`src/rtl/mdu_divider.sv`:
```
// Multi-cycle radix-2 restoring divider for RV32M DIV/DIVU/REM/REMU.
// One quotient bit per CALC cycle; sign fix-up in FIX; done pulses in DONE.
module mdu_divider #(
    parameter int unsigned WIDTH = 32
) (
    input  logic             clk,
    input  logic             rst_n,
    input  logic             start,
    input  logic [1:0]       op,
    input  logic [WIDTH-1:0] in1,
    input  logic [WIDTH-1:0] in2,
    input  logic             kill,
    output logic             busy,
    output logic             done,
    output logic [WIDTH-1:0] result
);

    localparam int unsigned CNT_W = $clog2(WIDTH);

    localparam logic [1:0] ST_IDLE = 2'd0;
    localparam logic [1:0] ST_CALC = 2'd1;
    localparam logic [1:0] ST_FIX  = 2'd2;
    localparam logic [1:0] ST_DONE = 2'd3;

    localparam logic [CNT_W-1:0] CNT_LAST = CNT_W'(WIDTH - 1);
    localparam logic [WIDTH-1:0] MIN_NEG  = {1'b1, {(WIDTH-1){1'b0}}};

    logic [1:0]       state_q, state_d;
    logic [CNT_W-1:0] cnt_q, cnt_d;
    logic [WIDTH-1:0] quo_q, quo_d;
    logic [WIDTH-1:0] rem_q, rem_d;
    logic [WIDTH-1:0] dvs_q, dvs_d;
    logic             sel_rem_q, sel_rem_d;
    logic             q_neg_q, q_neg_d;
    logic             r_neg_q, r_neg_d;
    logic [WIDTH-1:0] result_q, result_d;

    logic             is_signed;
    logic             div_zero;
    logic             overflow;
    logic [WIDTH-1:0] special_res;
    logic [WIDTH:0]   shifted;
    logic [WIDTH:0]   trial;
    logic [WIDTH-1:0] quo_fix;
    logic [WIDTH-1:0] rem_fix;

    // Request decode, evaluated on the live inputs in IDLE
    always_comb begin
        is_signed   = ~op[0];
        div_zero    = (in2 == '0);
        overflow    = is_signed && (in1 == MIN_NEG) && (in2 == '1);
        special_res = '0;
        if (div_zero) begin
            special_res = op[1] ? in1 : '1;
        end else if (overflow) begin
            special_res = op[1] ? '0 : in1;
        end
    end

    // Trial subtraction is one bit wider so the top divisor bit never overflows
    always_comb begin
        shifted = {rem_q, quo_q[WIDTH-1]};
        trial   = shifted - {1'b0, dvs_q};
        quo_fix = q_neg_q ? (~quo_q + 1'b1) : quo_q;
        rem_fix = r_neg_q ? (~rem_q + 1'b1) : rem_q;
    end

    always_comb begin
        state_d   = state_q;
        cnt_d     = cnt_q;
        quo_d     = quo_q;
        rem_d     = rem_q;
        dvs_d     = dvs_q;
        sel_rem_d = sel_rem_q;
        q_neg_d   = q_neg_q;
        r_neg_d   = r_neg_q;
        result_d  = result_q;

        case (state_q)
            ST_IDLE: begin
                if (start && !kill) begin
                    sel_rem_d = op[1];
                    q_neg_d   = is_signed && (in1[WIDTH-1] ^ in2[WIDTH-1]);
                    r_neg_d   = is_signed && in1[WIDTH-1];
                    if (div_zero || overflow) begin
                        result_d = special_res;
                        state_d  = ST_DONE;
                    end else begin
                        quo_d   = (is_signed && in1[WIDTH-1]) ? (~in1 + 1'b1) : in1;
                        dvs_d   = (is_signed && in2[WIDTH-1]) ? (~in2 + 1'b1) : in2;
                        rem_d   = '0;
                        cnt_d   = '0;
                        state_d = ST_CALC;
                    end
                end
            end
            ST_CALC: begin
                if (kill) begin
                    state_d = ST_IDLE;
                end else begin
                    if (!trial[WIDTH]) begin
                        rem_d = trial[WIDTH-1:0];
                        quo_d = {quo_q[WIDTH-2:0], 1'b1};
                    end else begin
                        rem_d = shifted[WIDTH-1:0];
                        quo_d = {quo_q[WIDTH-2:0], 1'b0};
                    end
                    cnt_d = cnt_q + 1'b1;
                    if (cnt_q == CNT_LAST) begin
                        state_d = ST_FIX;
                    end
                end
            end
            ST_FIX: begin
                if (kill) begin
                    state_d = ST_IDLE;
                end else begin
                    result_d = sel_rem_q ? rem_fix : quo_fix;
                    state_d  = ST_DONE;
                end
            end
            default: begin
                // Result is already committed, so kill has no effect here
                state_d = ST_IDLE;
            end
        endcase
    end

    always_ff @(posedge clk) begin
        if (!rst_n) begin
            state_q   <= ST_IDLE;
            cnt_q     <= '0;
            quo_q     <= '0;
            rem_q     <= '0;
            dvs_q     <= '0;
            sel_rem_q <= 1'b0;
            q_neg_q   <= 1'b0;
            r_neg_q   <= 1'b0;
            result_q  <= '0;
        end else begin
            state_q   <= state_d;
            cnt_q     <= cnt_d;
            quo_q     <= quo_d;
            rem_q     <= rem_d;
            dvs_q     <= dvs_d;
            sel_rem_q <= sel_rem_d;
            q_neg_q   <= q_neg_d;
            r_neg_q   <= r_neg_d;
            result_q  <= result_d;
        end
    end

    assign busy   = (state_q != ST_IDLE);
    assign done   = (state_q == ST_DONE);
    assign result = result_q;

endmodule
```
`config.mk`:
```
export PLATFORM = sky130hd
export DESIGN_NAME = mdu_divider
export DESIGN_NICKNAME = d
export VERILOG_FILES = /design/src/rtl/mdu_divider.sv
export SDC_FILE = /design/constraint.sdc
export NUM_CORES = 1
export LEC_CHECK = 0
export CAP_MARGIN = 20
export CORE_MARGIN = 4
export CORE_UTILIZATION = 55
export DETAILED_ROUTE_END_ITERATION = 6
export DONT_BUFFER_PORTS = 1
export GPL_ROUTABILITY_DRIVEN = 0
export PLACE_DENSITY_LB_ADDON = 0.1
export RECOVER_POWER = 100
export SETUP_SLACK_MARGIN = 0.05
export SYNTH_ARGS = -nofsm -noshare
export SYNTH_HDL_FRONTEND = slang
export SYNTH_SLANG_ARGS = --single-unit
```
`constraint.sdc`:
```
create_clock -name clk -period 3.37 [get_ports clk]
set_input_delay 0.337 -clock clk [delete_from_list [all_inputs] [get_ports clk]]
set_output_delay 0.337 -clock clk [all_outputs]
set_load 0.03 [all_outputs]
```
==> impl_metrics.env, run 1 <==
export IMPL_initial_core_util_pct=56.0
export IMPL_place_hpwl_um=25000
export IMPL_grt_max_degree=72
export IMPL_drive_gt1_share_pct=7.76
export IMPL_syn_area_per_cell_um2=7.66
export IMPL_finalCriticalPeriod_ns=3.18
export IMPL_cts_tree="built"
export IMPL_fmax_mhz=315
export IMPL_die_h_um=146
export IMPL_placed_cells=1566
export IMPL_yosys_area_top_type_share_pct=26.4
export IMPL_arrival_ns=3.53
export IMPL_htree_levels=4
export IMPL_skew_ns=0.0128
export IMPL_syn_area_um2=10500
export IMPL_power_density_nw_per_um2=391
export IMPL_path_max_fanout=7
export IMPL_yosys_area_top_type="dfxtp_1"
export IMPL_grt_overflow=0
export IMPL_first_pass_iters=7
export IMPL_dieArea_um2=21300
export IMPL_post_place_ws_ns=0.219
export IMPL_clockBufferDepth=2
export IMPL_yosys_cell_types_count=84
export IMPL_ys_flop_type="dfxtp_1"
export IMPL_nets=1463
export IMPL_cp_slowest_cell="or4_1"
export IMPL_cts_sinks=138
export IMPL_antenna_found_initial=0
export IMPL_hold_viol_final=0
export IMPL_drc_errors=3
export IMPL_synth_edf_count=0
export IMPL_clk_latency_ns=0.44
export IMPL_status="finished with violations"
export IMPL_synthCells=1369
export IMPL_clock_root_buffer="clkbuf_16"
export IMPL_fin_cells=1600
export IMPL_crit_chain="or4_1 -> nor4b_2 -> nand4bb_1 -> o31a_1 -> or2_0 -> a21oi_1 -> clkbuf_1 -> nand2_1 -> o22ai_1"
export IMPL_yosysSeqAreaShare_pct=26.4
export IMPL_max_slew_margin_pct=5.69
export IMPL_clk_transition_reported_paths_ns=0.07
export IMPL_fin_crit_sh_pct=94.3
export IMPL_finalSetupViolCount=0
export IMPL_slew_viol_final=0
export IMPL_crit_required_ns=3.73
export IMPL_hold_path_class="in -> reg"
export IMPL_finalWorstSetupSlack_ns=0.194
export IMPL_syn_nets=1479
export IMPL_synthArstFlopShare_pct=0
export IMPL_end_kind="register"
export IMPL_max_cap_violations=0
export IMPL_grt_usage_pct=30.9
export IMPL_finalSetupTns_ns=0
export IMPL_final_cell_mix="138 x nor2_1, 138 x dfxtp_1, 108 x a21oi_1, 96 x nand2_1, 85 x o21ai_0"
export IMPL_ir_worst_vdd_v=0.000355
export IMPL_fillCellCount=1723
export IMPL_rows=50
export IMPL_slowest_delay_ns=0.60
export IMPL_p_leak_nw=4.43
export IMPL_grt_pass1_vias=9876
export IMPL_area_growth_pct=8.69
export IMPL_viasPerCell=6.68
export IMPL_cts_buffers=17
export IMPL_num_vias=10684
export IMPL_io_buffer_count=0
export IMPL_tightest_slew_ns=1.41
export IMPL_critPathBufInv=1
export IMPL_final_antenna_net_count=0
export IMPL_die_w_um=146
export IMPL_start_kind="input port"
export IMPL_synth_area_leaders="dfxtp_1 26%, xor2_1 6.2%, xnor2_1 5.7%"
export IMPL_drt_iter0_drc=1241
export IMPL_ys_ff_latch=138
export IMPL_diodes=0
export IMPL_core_um2=18700
export IMPL_post_cts_buffers=0
export IMPL_ys_warn_count=0
export IMPL_postRouteWirelength_um=33900
export IMPL_ioPinCount=104
export IMPL_violations="design-rule violations"
export IMPL_rsz0062_at_grt="no"
export IMPL_crit_family="simple AND/OR/NAND/NOR gates"
export IMPL_grt_pass1_wl_um=53500
export IMPL_wire_per_inst_um=21.2
export IMPL_path_class="in -> reg"
[cells by family after synthesis]
logic type                 Yosys count  synth area share, %
buffers and inverters              147                 5.65
adders and majority gates           40                 4.85
DFF                                138                 26.4
and+or+nand+nor                    437                 20.6
muxes                                3                0.286
xor gates and xnor gates           142                 11.9
AOI/OAI and AO/OA                  462                 30.4
[worst reg2reg max path: stages, from the launching register on]
cell and delay (ns):
dfxtp_1 0.34, inv_1 0.09, ha_1 0.24, fa_1 0.41, nor2b_1 0.20, o2111ai_2 0.18, a21oi_2 0.19, o211ai_1 0.14
and3b_1 0.25, or3_1 0.42, buf_4 0.20, o31ai_1 0.27, a22o_1 0.16
[worst paths after layout]
check	start	endpoint	slack, ns	cells after the start
max reg2reg	quo_q[31]	rem_q[31]	0.24	12
min reg2reg	dvs_q[31]	dvs_q[31]	0.47	2
min	rst_n	result[29]	0.03	2
max	in1[24]	result[5]	0.19	9
[stage by stage]
step / instance area (um2) / power, mW / utilization (%) / hold slack, ns
2_1_floorplan: 10500 / 2.38 / - / 0.445
3_3_place_gp: 10800 / 2.57 / 57.8 / 0.418
3_5_place_dp: 10800 / 2.57 / 57.8 / 0.415
4_1_cts: 11400 / 4.45 / 61.0 / 0.0215
5_1_grt: 11400 / 4.63 / 60.9 / 0.0288
6_report: 11400 / 4.46 / 60.9 / 0.0307
[flip-flops by register name (all words and copies together) (netlist names)]
name and count:
cnt_q 5, dvs_q 32, q_neg_q 1, quo_q 32, r_neg_q 1, rem_q 32
result 32, sel_rem_q 1, state_q 2
[repair_timing]
action	in CTS	in global routing
endpoints found under the setup margin	0	18
hold buffers	1	0
gates resized for setup	0	3
endpoints found under the hold margin	1	0
[metal layers]
| metal | routed length [um] | share of wire [%] | GRT usage [%] | vias to the layer above |
|---|---|---|---|---|
| li1 | - | - | - | 5059 |
| met2 | 14500 | 43 | 45.7 | 539 |
| met4 | 1160 | 3.4 | 11.8 | 0 |
| met5 | 0 | 0 | 0 | - |
| met1 | 14900 | 44 | 44.2 | 5003 |
| met3 | 3230 | 9.5 | 6.42 | 83 |
[cell type report]
| type | count | area, um2 | share of cell area, % |
|---|---|---|---|
| well taps | 234 | 293 | 2.57 |
| clock inverters | 14 | 153 | 1.34 |
| clock buffers | 18 | 429 | 3.77 |
| inverters | 59 | 221 | 1.94 |
| flip-flops and latches | 138 | 2760 | 24.2 |
| repair buffers | 53 | 402 | 3.53 |
| multi-input cells | 1084 | 7130 | 62.6 |
[where the power goes]
| part | total (mW) | switching, mW | internal [mW] |
|---|---|---|---|
| Sequential | 1.75 | 0.0642 | 1.68 |
| Combinational | 0.819 | 0.495 | 0.325 |
| Clock | 1.89 | 0.845 | 1.05 |
| Total | 4.46 | 1.40 | 3.05 |
[Yosys cell counts, drive strengths merged (8+ instances only)]
cell	n
or4	18
nor3	25
a211oi	39
or3	17
a32oi	19
o31ai	36
nor4	15
ha	39
nor2	140
nand2b	18
clkbuf	71
o211ai	17
and2	9
a21o	13
dfxtp	138
a222oi	28
a22o	15
o21a	10
xor2	74
nand2	96
and3	10
o41ai	14
a21oi	109
inv	59
a31oi	14
o21ai	86
buf	17
xnor2	68
or2	8
nand3	44
nand4	12
Note: power is estimated with default switching activity, not from simulation.
==> run 2: changes to the inputs <==
--- a/config.mk
+++ b/config.mk
@@ -6,8 +6,11 @@
 export NUM_CORES = 1
 export LEC_CHECK = 0
 export CAP_MARGIN = 20
+export CELL_PAD_IN_SITES_DETAIL_PLACEMENT = 1
+export CELL_PAD_IN_SITES_GLOBAL_PLACEMENT = 1
 export CORE_MARGIN = 4
-export CORE_UTILIZATION = 55
+export CORE_UTILIZATION = 49
+export CTS_BUF_LIST = sky130_fd_sc_hd__clkbuf_8
 export DETAILED_ROUTE_END_ITERATION = 6
 export DONT_BUFFER_PORTS = 1
 export GPL_ROUTABILITY_DRIVEN = 0
==> run 2 against run 1 <==
Compared with the run above:
- the run still ends with design-rule violations left
- combinational power up 3.3%
- first-iteration DRC count down 20%
- critical path depth up 3
- routed wire length up 16%
- global-route usage up 1.3 points
- total power down 12%
- non-clock buffer count up 13
- utilization down 7.0 points
- clock power down 30%
- via count up 1.5%
- flip-flop and latch count unchanged
==> impl_metrics.env, run 2 (synthesis results as in run 1) <==
export IMPL_cts_buffers=17
export IMPL_diodes=0
export IMPL_initial_core_util_pct=49.9
export IMPL_drc_errors=4
export IMPL_final_antenna_net_count=0
export IMPL_clock_root_buffer="clkbuf_8"
export IMPL_max_cap_violations=0
export IMPL_status="finished with violations"
export IMPL_first_pass_iters=7
export IMPL_grt_usage_pct=32.1
export IMPL_drt_iter0_drc=988
export IMPL_hold_viol_final=0
export IMPL_fillCellCount=2715
export IMPL_path_class="reg -> reg"
export IMPL_fin_crit_sh_pct=95.1
export IMPL_cts_sinks=138
export IMPL_drive_gt1_share_pct=8.70
export IMPL_antenna_found_initial=0
export IMPL_clockBufferDepth=2
export IMPL_fin_cells=1654
export IMPL_htree_levels=4
export IMPL_place_hpwl_um=30400
export IMPL_power_density_nw_per_um2=347
export IMPL_viasPerCell=6.56
export IMPL_end_kind="register"
export IMPL_finalSetupViolCount=0
export IMPL_fmax_mhz=312
export IMPL_finalSetupTns_ns=0
export IMPL_grt_overflow=0
export IMPL_start_kind="register"
export IMPL_grt_max_degree=64
export IMPL_max_slew_margin_pct=21.8
export IMPL_postRouteWirelength_um=39100
export IMPL_slowest_delay_ns=0.44
export IMPL_tightest_slew_ns=1.17
export IMPL_placed_cells=1617
export IMPL_cp_slowest_cell="or3_1"
export IMPL_die_w_um=154
export IMPL_die_h_um=154
export IMPL_arrival_ns=3.54
export IMPL_clk_transition_reported_paths_ns=0.09
export IMPL_fin_area_um2=11300
export IMPL_place_area_um2=11000
export IMPL_io_buffer_count=0
export IMPL_slew_viol_final=0
export IMPL_violations="design-rule violations"
export IMPL_grt_pass1_vias=10937
export IMPL_hold_path_class="in -> reg"
export IMPL_rows=53
export IMPL_final_cell_mix="138 x nor2_1, 138 x dfxtp_1, 108 x a21oi_1, 95 x nand2_1, 84 x o21ai_0"
export IMPL_cts_tree="built"
export IMPL_dieArea_um2=23800
export IMPL_path_max_fanout=12
export IMPL_crit_required_ns=3.71
export IMPL_finalCriticalPeriod_ns=3.21
export IMPL_num_vias=10847
export IMPL_grt_pass1_wl_um=61100
export IMPL_ir_worst_vdd_v=0.000222
export IMPL_rsz0062_at_grt="no"
export IMPL_ioPinCount=104
export IMPL_p_leak_nw=4.41
export IMPL_core_um2=21000
export IMPL_crit_chain="inv_1 -> ha_1 -> fa_1 -> nor2b_2 -> o2111ai_2 -> a21oi_2 -> o211ai_1 -> and3b_1 -> or3_1 -> clkbuf_2 -> a32oi_1 -> o21ai_0"
export IMPL_nets=1476
export IMPL_wire_per_inst_um=23.7
export IMPL_area_growth_pct=8.10
export IMPL_clk_latency_ns=0.47
export IMPL_skew_ns=0.0210
## run 2: layout make-up
| cell class | count | area, um2 | share of cell area [%] |
|---|---|---|---|
| Tap cell | 275 | 344 | 3.04 |
| Timing Repair Buffer | 66 | 498 | 4.39 |
| Clock buffer | 17 | 234 | 2.06 |
| Inverter | 59 | 221 | 1.95 |
| Multi-Input combinational cell | 1084 | 7140 | 63.0 |
| Clock inverter | 15 | 130 | 1.15 |
| Sequential cell | 138 | 2760 | 24.4 |
## run 2: what timing repair did
item	in CTS	in global routing
buffers inserted	0	1
hold buffers	4	0
endpoints found under the hold margin	14	0
setup endpoints to repair	3	9
pin swaps	0	1
gates resized for setup	1	4
## run 2: power by group
group / internal [mW] / switching (mW) / leakage [nW] / total (mW)
sequential: 1.68 / 0.0681 / 1.12 / 1.75
combinational: 0.328 / 0.518 / 3.10 / 0.846
clock: 0.536 / 0.795 / 0.183 / 1.33
total: 2.55 / 1.38 / 4.41 / 3.93
## run 2: final timing paths
kind / from / end / slack, ns / cells past startpoint
worst max-delay path: quo_q[31] / rem_q[25] / 0.16 / 12
worst min-delay path: rst_n / result[22] / 0.03 / 2
worst max register to register: quo_q[31] / rem_q[25] / 0.16 / 12
worst min register to register: cnt_q[3] / cnt_q[3] / 0.50 / 2
## run 2: layer usage
metal | share of wire (%) | track usage [%] | routed length (um)
met1 | 41 | 39.5 | 16100
met2 | 48 | 54.9 | 18900
met3 | 5.8 | 5.20 | 2250
met4 | 4.8 | 15.1 | 1900
met5 | 0 | 0 | 0
## run 2: per-stage QoR
step / hold WS (ns) / total power, mW / setup slack, ns / util [%]
final: 0.0276 / 3.93 / 0.164 / 53.9
after CTS: 0.00205 / 3.93 / 0.103 / 54.1
after global routing: 0.0187 / 4.11 / 0.0441 / 53.9
after global placement: 0.415 / 2.59 / 0.165 / 52.1
after floorplan: 0.445 / 2.38 / 0.336 / -
after detailed placement: 0.414 / 2.61 / 0.0444 / 52.1
## run 2: critical path, delay by kind of cell (launching register included)
family                     cells  cell delay (ns)
DFF                            1             0.35
adders and majority gates      2             0.64
AOI/OAI and AO/OA              5             0.92
buffers and inverters          2             0.30
and+or+nand+nor                3             0.87
==> run 3: changes to the inputs <==
--- a/config.mk
+++ b/config.mk
@@ -8,6 +8,7 @@
 export CAP_MARGIN = 20
 export CELL_PAD_IN_SITES_DETAIL_PLACEMENT = 1
 export CELL_PAD_IN_SITES_GLOBAL_PLACEMENT = 1
+export CORE_ASPECT_RATIO = 1.5
 export CORE_MARGIN = 4
 export CORE_UTILIZATION = 49
 export CTS_BUF_LIST = sky130_fd_sc_hd__clkbuf_8
@@ -16,6 +17,7 @@
 export GPL_ROUTABILITY_DRIVEN = 0
 export PLACE_DENSITY_LB_ADDON = 0.1
 export RECOVER_POWER = 100
+export REMOVE_ABC_BUFFERS = 1
 export SETUP_SLACK_MARGIN = 0.05
 export SYNTH_ARGS = -nofsm -noshare
 export SYNTH_HDL_FRONTEND = slang
==> run 3 against run 2 <==
Compared with the run above:
- the flow now finishes without violations
- flip-flop and latch count did not move
- maximum frequency down 0.75%
- combinational power rose by 3.0%
- first-iteration DRC count down 8.4%
- setup slack got worse by 0.024 ns
==> impl_metrics.env, run 3 (synthesis results as in run 1) <==
export IMPL_ir_worst_vdd_v=0.000255
export IMPL_path_class="reg -> reg"
export IMPL_grt_usage_pct=30.8
export IMPL_drc_errors=0
export IMPL_crit_required_ns=3.79
export IMPL_finalCriticalPeriod_ns=3.23
export IMPL_postRouteWirelength_um=37100
export IMPL_drt_iter0_drc=905
export IMPL_rsz0062_at_grt="yes"
export IMPL_cts_tree="built"
export IMPL_grt_pass1_wl_um=59100
export IMPL_dieArea_um2=23800
export IMPL_hold_viol_final=0
export IMPL_fin_cells=1651
export IMPL_p_leak_nw=4.43
export IMPL_clockBufferDepth=2
export IMPL_slew_viol_final=0
export IMPL_rrSetupSlack_ns=0.14
export IMPL_skew_ns=0.0145
export IMPL_place_area_um2=11000
export IMPL_critPathBufInv=2
export IMPL_drive_gt1_share_pct=8.82
export IMPL_first_pass_iters=5
export IMPL_die_h_um=187
export IMPL_max_cap_violations=0
export IMPL_nets=1480
export IMPL_reg2reg_to="rem_q[31]"
export IMPL_crit_family="compound AO/OA/AOI/OAI gates"
export IMPL_placed_cells=1614
export IMPL_grt_pass1_vias=11098
export IMPL_crit_path_end="rem_q[31]"
export IMPL_fin_crit_sh_pct=95.9
export IMPL_viasPerCell=6.58
export IMPL_crit_chain="inv_1 -> ha_1 -> fa_1 -> nor2b_2 -> o2111ai_2 -> a21oi_2 -> o211ai_1 -> and3b_1 -> or3_1 -> clkbuf_4 -> o31ai_1 -> a22o_1"
export IMPL_worst_path_stages=12
export IMPL_cts_buffers=17
export IMPL_r2r_start="quo_q[31]"
export IMPL_clk_transition_reported_paths_ns=0.08
export IMPL_num_vias=10868
export IMPL_fin_area_um2=11400
export IMPL_path_max_fanout=11
export IMPL_cp_slowest_cell="fa_1"
export IMPL_die_w_um=127
export IMPL_finalSetupViolCount=0
export IMPL_core_um2=21100
export IMPL_ioPinCount=104
export IMPL_rows=65
export IMPL_end_kind="register"
export IMPL_final_cell_mix="138 x nor2_1, 138 x dfxtp_1, 108 x a21oi_1, 95 x nand2_1, 85 x o21ai_0"
export IMPL_wire_per_inst_um=22.5
export IMPL_tightest_slew_ns=1.21
export IMPL_reg2regPathDepth=12
export IMPL_area_growth_pct=8.75
export IMPL_status="finished, final reports clean"
export IMPL_clk_latency_ns=0.48
export IMPL_arrival_ns=3.65
export IMPL_grt_max_degree=65
export IMPL_final_antenna_net_count=0
export IMPL_power_density_nw_per_um2=351
export IMPL_cp_startpoint="quo_q[31]"
export IMPL_grt_overflow=0
export IMPL_diodes=0
export IMPL_slowest_delay_ns=0.43
export IMPL_max_slew_margin_pct=19.2
export IMPL_hold_path_class="in -> reg"
export IMPL_place_hpwl_um=28300
export IMPL_cts_sinks=138
export IMPL_antenna_found_initial=0
export IMPL_start_kind="register"
export IMPL_initial_core_util_pct=49.8
export IMPL_io_buffer_count=0
export IMPL_fmax_mhz=310
export IMPL_clock_root_buffer="clkbuf_8"
export IMPL_htree_levels=4
export IMPL_post_cts_buffers=0
run 3: changes by cell type in the layout (fill, tap and decap cells not counted), sizes merged:
cell	previous run	this run
clkinv	4	5
bufinv	0	2
clkbuf	24	30
inv	68	59
dlygate4sd3	4	5
clkinvlp	2	5
run 3: cell type report:
type / count / area [um2]
Timing Repair Buffer: 70 / 538
Inverter: 59 / 221
Sequential cell: 138 / 2760
Fill cell: 2667 / 9660
Tap cell: 268 / 335
Multi-Input combinational cell: 1084 / 7140
Clock buffer: 20 / 275
Clock inverter: 12 / 123
run 3: how the worst min path moves through the flow:
stage | start | endpoint | slack (ns) | cells after the start
6_report | rst_n | result[22] | 0.02 | 2
5_1_grt | rst_n | result[22] | 0.01 | 2
4_1_cts | rst_n | cnt_q[2] | 0.003 | 2
3_5_place_dp | kill | state_q[1] | 0.42 | 1
3_3_place_gp | kill | state_q[1] | 0.42 | 1
2_1_floorplan | kill | state_q[1] | 0.41 | 1
run 3: timing repair:
| action | 4_1_cts | 5_1_grt |
|---|---|---|
| setup endpoints to repair | 1 | 9 |
| gates resized for setup | 1 | 4 |
| pin swaps | 0 | 1 |
| hold buffers | 5 | 0 |
| hold endpoints to repair | 11 | 0 |
run 3: power breakdown:
part	total, mW	internal, mW	switching (mW)
Combinational	0.871	0.346	0.525
Sequential	1.74	1.68	0.0591
Clock	1.39	0.707	0.685
Total	4.01	2.74	1.27
run 3: per-layer routing:
layer / wire, um / vias up / global-route usage [%]
met1: 14400 / 5279 / 35.5
met5: 0 / - / 0
met3: 1990 / 121 / 5.11
met2: 18700 / 384 / 53.9
li1: - / 5084 / -
met4: 2010 / 0 / 16.0
run 3: worst register-to-register path: cells and delay by family (launching register included):
family	cells	cell delay (ns)
DFF	1	0.35
AOI/OAI and AO/OA	5	1.03
adders and majority gates	2	0.67
buffers and inverters	2	0.30
and+or+nand+nor	3	0.82
run 3: through the flow:
stage	setup TNS (ns)	worst slack [ns]	power, mW	utilization, %	hold slack, ns
6_report	0	0.140	4.01	54.1	0.0248
5_1_grt	0	0.0263	4.20	54.1	0.00991
4_1_cts	0	0.0902	4.02	54.3	0.00296
3_5_place_dp	0	0.0838	2.62	52.2	0.417
3_3_place_gp	0	0.0443	2.61	52.2	0.424
2_1_floorplan	-20.29	-1.05	2.35	-	0.409
